[src/rtl/irq_ctrl_pkg.sv]
// Shared encodings for the interrupt request controller.
package irq_ctrl_pkg;

  localparam int IRQ_ID_W = 5;

  typedef enum logic [1:0] {
    IRQ_ST_IDLE = 2'd0,
    IRQ_ST_REQ  = 2'd1,
    IRQ_ST_SERV = 2'd2
  } irq_state_e;

endpackage

[src/rtl/irq_sync_edge.sv]
// One-bit synchroniser followed by a rising-edge detector; the edge pulse is valid
// SYNC_STAGES cycles after the source is first sampled, and the pulse lasts one cycle.
module irq_sync_edge #(
  parameter int SYNC_STAGES = 2
) (
  input  logic i_clk,
  input  logic i_rst_n,
  input  logic i_src,
  output logic o_edge
);

  logic [SYNC_STAGES-1:0] r_sync;
  logic                   r_prev;

  always_ff @(posedge i_clk) begin
    if (!i_rst_n) begin
      r_sync <= '0;
      r_prev <= 1'b0;
    end else begin
      r_sync <= {r_sync[SYNC_STAGES-2:0], i_src};
      r_prev <= r_sync[SYNC_STAGES-1];
    end
  end

  assign o_edge = r_sync[SYNC_STAGES-1] & ~r_prev;

endmodule

[src/rtl/irq_ctrl.sv]
// Interrupt request controller feeding cp0: sticky pending bits, mask, fixed priority
// (index 0 highest); one request held until ack, then blocked until eret.
module irq_ctrl
  import irq_ctrl_pkg::*;
#(
  parameter int NUM_IRQ     = 8,
  parameter int SYNC_STAGES = 2
) (
  input  logic                i_clk,
  input  logic                i_rst_n,
  input  logic [NUM_IRQ-1:0]  i_irq_src,
  input  logic                i_mask_we,
  input  logic [NUM_IRQ-1:0]  i_mask_wdata,
  input  logic                i_ir_ack,
  input  logic                i_eret,
  output logic                o_ir_out,
  output logic [IRQ_ID_W-1:0] o_irq_id,
  output logic [NUM_IRQ-1:0]  o_pending,
  output logic [NUM_IRQ-1:0]  o_mask
);

  function automatic logic [IRQ_ID_W-1:0] f_prio(input logic [NUM_IRQ-1:0] v);
    f_prio = '0;
    for (int i = NUM_IRQ - 1; i >= 0; i--) begin
      if (v[i]) f_prio = i[IRQ_ID_W-1:0];
    end
  endfunction

  irq_state_e          r_state, w_state_nxt;
  logic                r_ir_out;
  logic [IRQ_ID_W-1:0] r_irq_id, w_irq_id_nxt, w_grant;
  logic [NUM_IRQ-1:0]  r_pending, r_mask;
  logic [NUM_IRQ-1:0]  w_edge, w_eligible, w_id_onehot, w_clr;
  logic                w_id_enabled;

  for (genvar g = 0; g < NUM_IRQ; g++) begin : g_sync
    irq_sync_edge #(
      .SYNC_STAGES(SYNC_STAGES)
    ) u_sync (
      .i_clk  (i_clk),
      .i_rst_n(i_rst_n),
      .i_src  (i_irq_src[g]),
      .o_edge (w_edge[g])
    );
  end

  always_comb begin
    w_eligible = r_pending & r_mask;
    w_grant    = f_prio(w_eligible);
    // Decoded form of the held id; avoids indexing a narrow vector with a 5-bit id.
    for (int i = 0; i < NUM_IRQ; i++) begin
      w_id_onehot[i] = (r_irq_id == IRQ_ID_W'(i));
    end
    w_id_enabled = |(r_mask & w_id_onehot);
  end

  always_comb begin
    w_state_nxt  = r_state;
    w_irq_id_nxt = r_irq_id;
    w_clr        = '0;
    case (r_state)
      IRQ_ST_IDLE: begin
        if (|w_eligible) begin
          w_state_nxt  = IRQ_ST_REQ;
          w_irq_id_nxt = w_grant;
        end
      end
      IRQ_ST_REQ: begin
        // Ack wins over a same-cycle mask drop: cp0 has already taken the interrupt.
        if (i_ir_ack) begin
          w_state_nxt = IRQ_ST_SERV;
          w_clr       = w_id_onehot;
        end else if (!w_id_enabled) begin
          w_state_nxt = IRQ_ST_IDLE;
        end
      end
      IRQ_ST_SERV: begin
        if (i_eret) w_state_nxt = IRQ_ST_IDLE;
      end
      default: w_state_nxt = IRQ_ST_IDLE;
    endcase
  end

  always_ff @(posedge i_clk) begin
    if (!i_rst_n) begin
      r_state   <= IRQ_ST_IDLE;
      r_ir_out  <= 1'b0;
      r_irq_id  <= '0;
      r_pending <= '0;
      r_mask    <= '0;
    end else begin
      r_state   <= w_state_nxt;
      r_ir_out  <= (w_state_nxt == IRQ_ST_REQ);
      r_irq_id  <= w_irq_id_nxt;
      // A new edge on the bit being cleared keeps it pending.
      r_pending <= (r_pending & ~w_clr) | w_edge;
      if (i_mask_we) r_mask <= i_mask_wdata;
    end
  end

  assign o_ir_out  = r_ir_out;
  assign o_irq_id  = r_irq_id;
  assign o_pending = r_pending;
  assign o_mask    = r_mask;

endmodule

[config.mk]
export PLATFORM = sky130hd
export DESIGN_NAME = irq_ctrl
export DESIGN_NICKNAME = d
export VERILOG_FILES = /design/src/rtl/irq_ctrl_pkg.sv /design/src/rtl/irq_sync_edge.sv /design/src/rtl/irq_ctrl.sv
export SDC_FILE = /design/constraint.sdc
export NUM_CORES = 1
export LEC_CHECK = 0
export ABC_AREA = 1
export CAP_MARGIN = 20
export CORE_MARGIN = 2
export CORE_UTILIZATION = 43
export DETAILED_ROUTE_END_ITERATION = 10
export GPL_TIMING_DRIVEN = 0
export PLACE_DENSITY = 0.74
export SETUP_SLACK_MARGIN = 0.02
export SYNTH_ARGS = -nofsm -noshare
export SYNTH_HDL_FRONTEND = slang
export SYNTH_SLANG_ARGS = --single-unit
[constraint.sdc]
create_clock -name i_clk -period 1 [get_ports i_clk]
set_input_delay 0.3 -clock i_clk [delete_from_list [all_inputs] [get_ports i_clk]]
set_output_delay 0.3 -clock i_clk [all_outputs]
set_load 0.005 [all_outputs]
# --- After elaboration in Yosys (flattened, before gate mapping) ---
# Cells that the tools add are included.
# W data, S select, Z words.
classes:
  bitwise_logic: 21
  reduce_logical: 5
  eq_ne: 10
  n_mux: 15
ops:
  columns: ["op", "n"]
  rows:
  - ["$mux W5", 7]
  - ["$and A8 B8 Y8", 3]
  - ["$eq A5 B3 Y1 const B", 4]
  - ["$mux W8", 2]
  - ["$reduce_or A8 Y1", 2]
  - ["$eq A5 B2 Y1 const B", 2]
  - ["$and A1 B1 Y1", 8]
  - ["$mux W2", 4]
  - ["$not A1 Y1", 8]
  - ["$not A8 Y8", 1]
  - ["$or A8 B8 Y8", 1]
  - ["$pmux W2 S3", 1]
  - ["$eq A5 B1 Y1 const B", 1]
  - ["$logic_not A5 Y1", 1]
  - ["$eq A2 B1 Y1 const B", 2]
  - ["$mux W3", 1]
  - ["$eq A2 B2 Y1 const B", 1]
  - ["$logic_not A2 Y1", 1]
  - ["$reduce_and A2 Y1", 1]
word_totals:
  reg_bits: 48

# --- Logic depth before layout (Yosys ltp) ---
# Gate-level depths: netlist of run 1.
logic_depth:
  word_depth: 9
  mapped_depth: 10
  mapped_depth_nobuf: 10

# --- By module ---
# A second synthesis of run 1 with hierarchy kept.
unflattened:
  hier_cells: 236
  hier_area_um2: 1770.4
by_module_without_submodules:
  columns: ["module", "seq_area_each_um2", "cells_per_inst", "instances", "area_each_um2"]
  rows:
  - ["irq_ctrl", 440.4, 148, 1, 1029.7]
  - ["irq_sync_edge", 60.1, 11, 8, 92.6]

# --- Worst setup path before layout of run 1 ---
# Ideal clock, no wire load.
synth_path:
  kind: "register -> register"
  startpoint: "register r_mask[2] (netlist: o_mask[2])"
  endpoint: "register r_irq_id[1] (netlist: o_irq_id[1])"
  stages_incl_launch_ff: 8
  arrival_ps: 956
  period_less_slack_ps: 1070
  setup_slack_ps: -70
  cell_sequence: "dfxtp_1 -> nand2_1 -> nand2_1 -> nor2_1 -> a21oi_2 -> inv_2 -> nor2_1 -> nor2_1"
synth_between:
  elab_chain_cells: 4
synth_lines:
  columns: ["element", "line_no", "text"]
  rows:
  - ["start, declared", "irq_ctrl.sv:32", "logic [NUM_IRQ-1:0] r_pending, r_mask;"]
  - ["start signal, assigned", "irq_ctrl.sv:97", "if (i_mask_we) r_mask <= i_mask_wdata;"]
  - ["$and A8 B8 Y8 *", "irq_ctrl.sv:48", "w_eligible = r_pending & r_mask;"]
  - ["$mux W5 (3 in a row)", "irq_ctrl.sv:25", "if (v[i]) f_prio = i[IRQ_ID_W-1:0];"]
  - ["end signal, assigned", "irq_ctrl.sv:94", "r_irq_id <= w_irq_id_nxt;"]
  - ["end, declared", "irq_ctrl.sv:31", "logic [IRQ_ID_W-1:0] r_irq_id, w_irq_id_nxt, w_grant;"]
# Mark *: on every way between the ends. The rest lies on a longest branch, timed or not.
# A chain may end at the register's enable or synchronous reset.

# --- Final worst setup path of run 1 ---
layout_path:
  startpoint: "register r_irq_id[0] (netlist: o_irq_id[0])"
  endpoint: "register r_ir_out (netlist: o_ir_out)"
layout_between:
  elab_chain_cells: 7
layout_lines:
  columns: ["element", "line_no", "text"]
  rows:
  - ["$eq A5 B1 Y1, or another cell as far along", "irq_ctrl.sv:52", "w_id_onehot[i] = (r_irq_id == IRQ_ID_W'(i));"]
  - ["$and A8 B8 Y8 *", "irq_ctrl.sv:54", "w_id_enabled = |(r_mask & w_id_onehot);"]
  - ["$reduce_or A8 Y1 *", "irq_ctrl.sv:54", null]
  - ["$mux W2 *", "irq_ctrl.sv:73", "end else if (!w_id_enabled) begin"]
  - ["$mux W2 *", "irq_ctrl.sv:70", "if (i_ir_ack) begin"]
  - ["$pmux W2 S3 *", "irq_ctrl.sv:61", "case (r_state)"]
  - ["$eq A2 B1 Y1 *", "irq_ctrl.sv:93", "r_ir_out <= (w_state_nxt == IRQ_ST_REQ);"]
  - ["end signal, assigned", "irq_ctrl.sv:93", null]
  - ["end, declared", "irq_ctrl.sv:30", "logic r_ir_out;"]
# Marked as above.

==> results.ini, run 1 <==
[outcome]
status=complete, but fails checks
violations=design-rule violations, negative setup slack

[floorplan]
std_cell_rows=22
core_region_area_sq_mm=0.00374
initial_utilization_pct=45.5
die-area_sq_mm=0.00448
fp.dieW_um=67.0
dieHeight_um=67.0
io_pins=43

[sta]
finalClockSkew_ns=0.00752
fin_crit_sh_pct=129
report.final.setup_viol=32
finalCriticalPeriod_ns=1.29
rsz_0062_raised_after_global_routing=yes
hold_viol=0
timing.max_slew.rel_slack_pct=66.3
achievable-frequency_ghz=0.777
final.setup.worst_slack_ns=-0.287
timing.hold.ws_ns=0.344
finalSetupTns_ns=-2.56
worst_pin_slew_ns=0.506
timing.final.max_slew_violations=0

[setup_path]
critical-path-top-cell-by-count=sky130_fd_sc_hd__nand2_1
critPathMaxStageDelay_ns=0.36
cp_data_arrival_time_ns=1.52
crit_reg_reg_endpoint=o_ir_out
regToRegStartpoint=o_irq_id[0]
critical_path.cell_chain=buf_12 -> inv_6 -> nor3_4 -> nand2_1 -> nand2_1 -> nor2_1 -> nand2_1 -> nand2_2 -> a21oi_2
crit_fanout=9
cp-start-kind=register
worst_r2r_path_depth=9
worst-setup-path-type=reg2reg
cpMaxStageDelayCell=sky130_fd_sc_hd__dfxtp_2
worst_setup_path_end_kind=register
cp_data_required_time_ns=1.24
reg2reg_slack_ns=-0.29

[run]
maxCapViolCount=0

[logic_synthesis]
synth.yosys.seq_area_share_pct=54.0
syn-instance-count=220
ys_seq_elements=46
yosys.cell_types.count=21
synth_warnings=0
syn_area_sq_mm=0.00170
syn_area_per_cell_sq_um=7.75

[drt]
post_drt_wl_per_cell_um=13.2
wirelength_um=4500
drt_iter0_drc=100
route.vias.total=1655
firstDrtPassIters=9
dr_drc_count=1
route.antenna.remaining_nets=0
via_per_inst=4.85

[power]
powerDensity_mw_per_mm2=1480
p_leak_nw=1.42
worst_ir_drop_vdd_mv=0.947

[global_route]
antenna_found_initial=0
overflow=0
grt_pass1_vias=1604
grt_first_pass_wirelength_um=6770
largest_net_degree_at_the_start_of_global_routing=16
grt.total_usage_pct=20.1

[worst_hold_path]
timing.hold.worst.class=in2reg
whs_path_depth=3
worstHoldStart=i_rst_n
timing.hold.worst_endpoint=g_sync[3].u_sync.r_prev

[finish]
layout-drive-gt1-share_pct=40.6
fin_nets=313
postLayoutCellArea_sq_mm=0.00271
antenna-diode-count=0
flow.area_growth_from_synthesis_pct=59.3

[cts]
cts_made_buffers=5
clkSlewWorstSetupHoldPaths_ns=0.09
clock_tree.buffer_depth=2
htree_num_levels=2
cts.hold.buffers_added=0
cts_sinks=46
clock_latency_of_the_later_clocked_register_in_the_worst_skew_pair_ns=0.30
cts_root_buffer=sky130_fd_sc_hd__clkbuf_8
clock_tree_from_tritoncts=built

[placement]
pre_cts_slack_ns=-0.477
finalWeightedCongestion=0.847
port_buffers=39
placedInstanceArea_sq_mm=0.00220
post-dp-hpwl_um=2650

-- how the worst max path moves through the flow --
| stage | depth (start not counted) | from | slack, ns | end |
|---|---|---|---|---|
| after CTS | 9 | o_irq_id[1] | -0.25 | o_ir_out |
| final | 9 | o_irq_id[0] | -0.29 | o_ir_out |
| after detailed placement | 4 | i_mask_we | -0.48 | o_mask[7] |
| after global routing | 8 | o_irq_id[0] | -0.34 | r_state[0] |
| after floorplan | 9 | o_irq_id[0] | -0.04 | o_ir_out |
| after global placement | 4 | i_mask_we | -0.48 | o_mask[7] |
-- layer usage --
| metal | GRT usage, % | up-vias | wire, um |
|---|---|---|---|
| li1 | - | 820 | - |
| met1 | 20.8 | 765 | 1670 |
| met2 | 38.3 | 60 | 2450 |
| met3 | 5.74 | 10 | 282 |
| met4 | 6.89 | 0 | 90 |
| met5 | 0 | - | 0 |
-- critical path, delay by kind of cell, from the launching register on --
kind	cells	cell delay, ns
buffers and inverters	2	0.19
AO/OA/AOI/OAI	1	0.13
flip-flops	1	0.36
AND/OR/NAND/NOR	6	0.54
-- layout by cell type, fill, tap and decap left out, types with 5 or more instances in the layout --
cell / Yosys / routed
sky130_fd_sc_hd__nand2_1: 57 / 42
sky130_fd_sc_hd__inv_1: 28 / 26
sky130_fd_sc_hd__dfxtp_1: 46 / 26
sky130_fd_sc_hd__buf_6: 3 / 24
sky130_fd_sc_hd__nor2_1: 24 / 21
sky130_fd_sc_hd__clkdlybuf4s50_1: 0 / 17
sky130_fd_sc_hd__dfxtp_2: 0 / 17
sky130_fd_sc_hd__buf_2: 2 / 13
sky130_fd_sc_hd__nand2_4: 0 / 13
sky130_fd_sc_hd__buf_4: 2 / 10
sky130_fd_sc_hd__o21ai_1: 11 / 9
sky130_fd_sc_hd__o21ai_0: 8 / 8
sky130_fd_sc_hd__nand3_1: 8 / 7
sky130_fd_sc_hd__inv_2: 7 / 6
sky130_fd_sc_hd__o22ai_1: 5 / 5
sky130_fd_sc_hd__clkbuf_8: 0 / 5
-- repair_timing --
item                                    in CTS  in global routing
pin swaps                                   21                 15
resized for setup                          134                 35
endpoints found under the setup margin      41                 34
buffers inserted                            23                  4
-- final cells by class --
type,count,area (sq um)
buffer,7,52.6
clock inverter,3,21.3
fill,279,1030
clock buffer,5,68.8
multi-input combinational,131,777
tap,48,60.1
timing repair buffer,66,634
sequential,46,953
inverter,35,146
-- synthesized netlist by cell type --
library cell               instances  area (sq um)
sky130_fd_sc_hd__conb_1            1          3.75
sky130_fd_sc_hd__o22ai_1           5          31.3
sky130_fd_sc_hd__nand3b_1          1          7.51
sky130_fd_sc_hd__a21oi_2           1          8.76
sky130_fd_sc_hd__a31oi_1           1          6.26
sky130_fd_sc_hd__nand3_1           8          40.0
sky130_fd_sc_hd__nand2_1          57           214
sky130_fd_sc_hd__clkbuf_1          2          7.51
sky130_fd_sc_hd__buf_2             2          10.0
sky130_fd_sc_hd__inv_1            28           105
sky130_fd_sc_hd__o21ai_1          11          55.1
sky130_fd_sc_hd__inv_2             7          26.3
sky130_fd_sc_hd__dfxtp_1          46           921
sky130_fd_sc_hd__a21oi_1           5          25.0
sky130_fd_sc_hd__buf_6             3          33.8
sky130_fd_sc_hd__o21ai_0           8          40.0
sky130_fd_sc_hd__buf_4             2          15.0
sky130_fd_sc_hd__nor2_1           24          90.1
sky130_fd_sc_hd__nor3_2            4          40.0
sky130_fd_sc_hd__nor3_1            1          5.00
sky130_fd_sc_hd__nand4_1           3          18.8
-- logic make-up (layout without fill, tap and decap cells) --
kind of cell | count (synthesis) | in the layout | share of synthesized area (%)
and+or+nand+nor | 98 | 98 | 24.4
DFF | 46 | 46 | 54.0
buffers and inverters | 44 | 116 | 11.6
AOI/OAI and AO/OA | 31 | 31 | 9.77
other | 1 | 2 | 0.220
-- per-stage QoR --
step                std cells  util (%)  power (mW)
global placement          308      58.8        2.63
floorplan                 221         -        2.37
detailed placement        308      58.8        2.64
finish                    341      72.5        4.02
CTS                       337      67.7        3.86
global route              341      72.5        4.20
-- where the power goes --
part	leakage, nW	switching [mW]	internal [mW]	total, mW
clock	0.0441	0.636	0.491	1.13
combinational	0.994	0.417	0.460	0.877
sequential	0.387	0.0668	1.94	2.01
total	1.42	1.12	2.90	4.02
-- sequential cells by signal, indices dropped and copies added (netlist names) --
signal / count
o_ir_out: 1
o_irq_id: 3
o_mask: 8
g_sync.u_sync.r_prev: 8
r_state: 2
g_sync.u_sync.r_sync: 16
o_pending: 8
Note: power is estimated with default switching activity, not from simulation.
==> run 2: changes to the inputs <==
--- a/config.mk
+++ b/config.mk
@@ -14,3 +14,2 @@
 export PLACE_DENSITY = 0.74
-export SETUP_SLACK_MARGIN = 0.02
 export SYNTH_ARGS = -nofsm -noshare
--- a/constraint.sdc
+++ b/constraint.sdc
@@ -3,2 +3,2 @@
 set_output_delay 0.3 -clock i_clk [all_outputs]
-set_load 0.005 [all_outputs]
+set_load 0.05 [all_outputs]
==> results.ini, run 2 (same netlist as run 1, synthesis figures left out) <==
[outcome]
status=complete, but fails checks  ; unchanged
violations=negative setup slack  ; was design-rule violations, negative setup slack

[cts]
clock_tree.buffer_depth=2  ; unchanged
clock_latency_of_the_later_clocked_register_in_the_worst_skew_pair_ns=0.30  ; about the same
clkSlewWorstSetupHoldPaths_ns=0.08  ; was 0.09 ns
clock_tree_from_tritoncts=built  ; unchanged
htree_num_levels=2  ; unchanged
cts_made_buffers=5  ; unchanged
cts.hold.buffers_added=0  ; unchanged
cts_sinks=46  ; unchanged
cts_root_buffer=sky130_fd_sc_hd__clkbuf_8  ; unchanged

[sta]
report.final.setup_viol=32  ; unchanged
timing.hold.ws_ns=0.336  ; was 0.344 ns
fin_crit_sh_pct=130  ; was 129%
finalClockSkew_ns=0.00460  ; was 0.00752 ns
hold_viol=0  ; unchanged
finalCriticalPeriod_ns=1.30  ; was 1.29 ns
achievable-frequency_ghz=0.772  ; was 0.777 GHz
timing.final.max_slew_violations=0  ; unchanged
final.setup.worst_slack_ns=-0.296  ; was -0.287 ns
rsz_0062_raised_after_global_routing=yes  ; unchanged

[power]
powerDensity_mw_per_mm2=1600  ; was 1480 mW/mm^2
worst_ir_drop_vdd_mv=1.09  ; was 0.947 mV
seq_power_share_pct=46.8  ; was 50.1%
p_leak_nw=1.34  ; was 1.42 nW
internal_power_mw=3.06  ; was 2.90 mW
clock_share_of_power_pct=28.9  ; was 28.1%
switching_share_pct=29.5  ; was 27.9%
share_comb_of_total_power_pct=24.3  ; was 21.8%
switching_power_mw=1.28  ; was 1.12 mW

[setup_path]
crit_fanout=5  ; was 9
cpMaxStageDelayCell=sky130_fd_sc_hd__dfxtp_4  ; was sky130_fd_sc_hd__dfxtp_2
worst-setup-path-type=reg2reg  ; unchanged
critical_path.cell_chain=buf_12 -> inv_6 -> nor3_4 -> nand2_1 -> nand2_1 -> nor2_1 -> nand2_1 -> nand2_2 -> a21oi_2  ; unchanged
cp_data_arrival_time_ns=1.53  ; was 1.52 ns
critical-path-top-cell-by-count=sky130_fd_sc_hd__nand2_1  ; unchanged
critPathMaxStageDelay_ns=0.39  ; was 0.36 ns
cp_data_required_time_ns=1.24  ; about the same
worst_setup_path_end_kind=register  ; unchanged
cp-start-kind=register  ; unchanged

[floorplan]
dieHeight_um=67.0  ; unchanged
initial_utilization_pct=45.5  ; unchanged
die-area_sq_mm=0.00448  ; unchanged
std_cell_rows=22  ; unchanged
fp.dieW_um=67.0  ; unchanged
core_region_area_sq_mm=0.00374  ; unchanged
io_pins=43  ; unchanged

[placement]
pre_cts_slack_ns=-0.488  ; was -0.477 ns
finalWeightedCongestion=0.829  ; was 0.847
port_buffers=39  ; unchanged
post-dp-hpwl_um=2620  ; was 2650 um

[worst_hold_path]
timing.hold.worst.class=in2reg  ; unchanged

[drt]
post_drt_wl_per_cell_um=12.9  ; was 13.2 um
drt_iter0_drc=65  ; was 100
top_signal_layer_used=met4  ; unchanged
dr_drc_count=0  ; was 1
wl_met1_um=1660  ; was 1670 um
wirelength_um=4250  ; was 4500 um
via_per_inst=4.92  ; was 4.85
firstDrtPassIters=4  ; was 9
route.antenna.remaining_nets=0  ; unchanged
met3_wirelength_um=270  ; was 282 um
route.vias.total=1623  ; was 1655
wl_met2_um=2220  ; was 2450 um

[finish]
fillCellCount=276  ; was 279
antenna-diode-count=0  ; unchanged
flow.area_growth_from_synthesis_pct=59.2  ; was 59.3%
largest_register=g_sync.u_sync.r_sync  ; unchanged
mostFrequentLayoutCell=sky130_fd_sc_hd__nand2_1  ; unchanged
layout-drive-gt1-share_pct=36.9  ; was 40.6%
largest_reg_flops=16  ; unchanged
most-common-layout-cells=sky130_fd_sc_hd__nand2_1 (42), sky130_fd_sc_hd__inv_1 (28), sky130_fd_sc_hd__dfxtp_1 (26)  ; was sky130_fd_sc_hd__nand2_1 (42), sky130_fd_sc_hd__inv_1 (26), sky130_fd_sc_hd__dfxtp_1 (26)
fin_nets=302  ; was 313

[global_route]
grt.total_usage_pct=19.9  ; was 20.1%
grt_pass1_vias=1449  ; was 1604
antenna_found_initial=0  ; unchanged
overflow=0  ; unchanged
largest_net_degree_at_the_start_of_global_routing=15  ; was 16
grt_first_pass_wirelength_um=6440  ; was 6770 um

[run]
maxCapViolCount=0  ; unchanged

## run 2: cell types whose count changed in the layout (fill, tap and decap cells not counted), moves of 10 or more
cell                      previous run  this run
sky130_fd_sc_hd__buf_8               1        22
sky130_fd_sc_hd__nand2_2             2        12
sky130_fd_sc_hd__dfxtp_2            17         1
sky130_fd_sc_hd__dfxtp_4             3        19
sky130_fd_sc_hd__buf_2              13         2
sky130_fd_sc_hd__buf_6              24         3
sky130_fd_sc_hd__nand2_4            13         3
## run 2: power by group through the flow
stage | combinational (mW) | clock (mW) | sequential [mW]
floorplan | 0.313 | 0 | 2.24
global placement | 0.772 | 0 | 2.03
detailed placement | 0.780 | 0 | 2.03
CTS | 0.955 | 1.28 | 2.02
global route | 1.12 | 1.37 | 2.04
finish | 1.06 | 1.26 | 2.03
## run 2: area by class of cell
cell class,count,area (sq um),area share (%)
Inverter,35,141,5.21
Clock buffer,7,97.6,3.60
Multi-Input combinational cell,131,707,26.1
Clock inverter,1,6.26,0.231
Sequential cell,46,993,36.6
Buffer,9,82.6,3.04
Timing Repair Buffer,53,624,23.0
Tap cell,48,60.1,2.21
## run 2: what timing repair did
action	in CTS	in global routing
resized for setup	178	24
setup endpoints to repair	41	34
buffers inserted	7	6
gates cloned	1	1
pin swaps	7	11
## run 2: critical path, delay by kind of cell, from the launching register on
family          cells  cell delay (ns)
compound gates      1             0.13
buf+inv             2             0.17
flops               1             0.39
simple gates        6             0.55
## run 2: stage by stage
step | util [%] | setup TNS, ns | instance area (sq um) | total power, mW | instances
2_1_floorplan | - | -0.727 | 1790 | 2.55 | 221
3_3_place_gp | 59.9 | -15.54 | 2240 | 2.80 | 308
3_5_place_dp | 59.9 | -15.91 | 2240 | 2.82 | 308
4_1_cts | 68.9 | -3.49 | 2580 | 4.25 | 324
5_1_grt | 72.5 | -5.34 | 2710 | 4.54 | 330
6_report | 72.5 | -4.05 | 2710 | 4.34 | 330
## run 2: final timing paths
check                            end  cells past startpoint  slack, ns                    start
max                         o_ir_out                      9      -0.30              o_irq_id[1]
min          g_sync[4].u_sync.r_prev                      3       0.34                  i_rst_n
max reg2reg                 o_ir_out                      9      -0.30              o_irq_id[1]
min reg2reg             o_pending[4]                      1       0.40  g_sync[4].u_sync.r_prev
## run 2: routing by layer
| metal | GRT usage (%) | vias to the layer above |
|---|---|---|
| li1 | - | 806 |
| met1 | 22.8 | 749 |
| met2 | 32.8 | 55 |
| met3 | 5.91 | 13 |
| met4 | 11.2 | 0 |
| met5 | 0 | - |
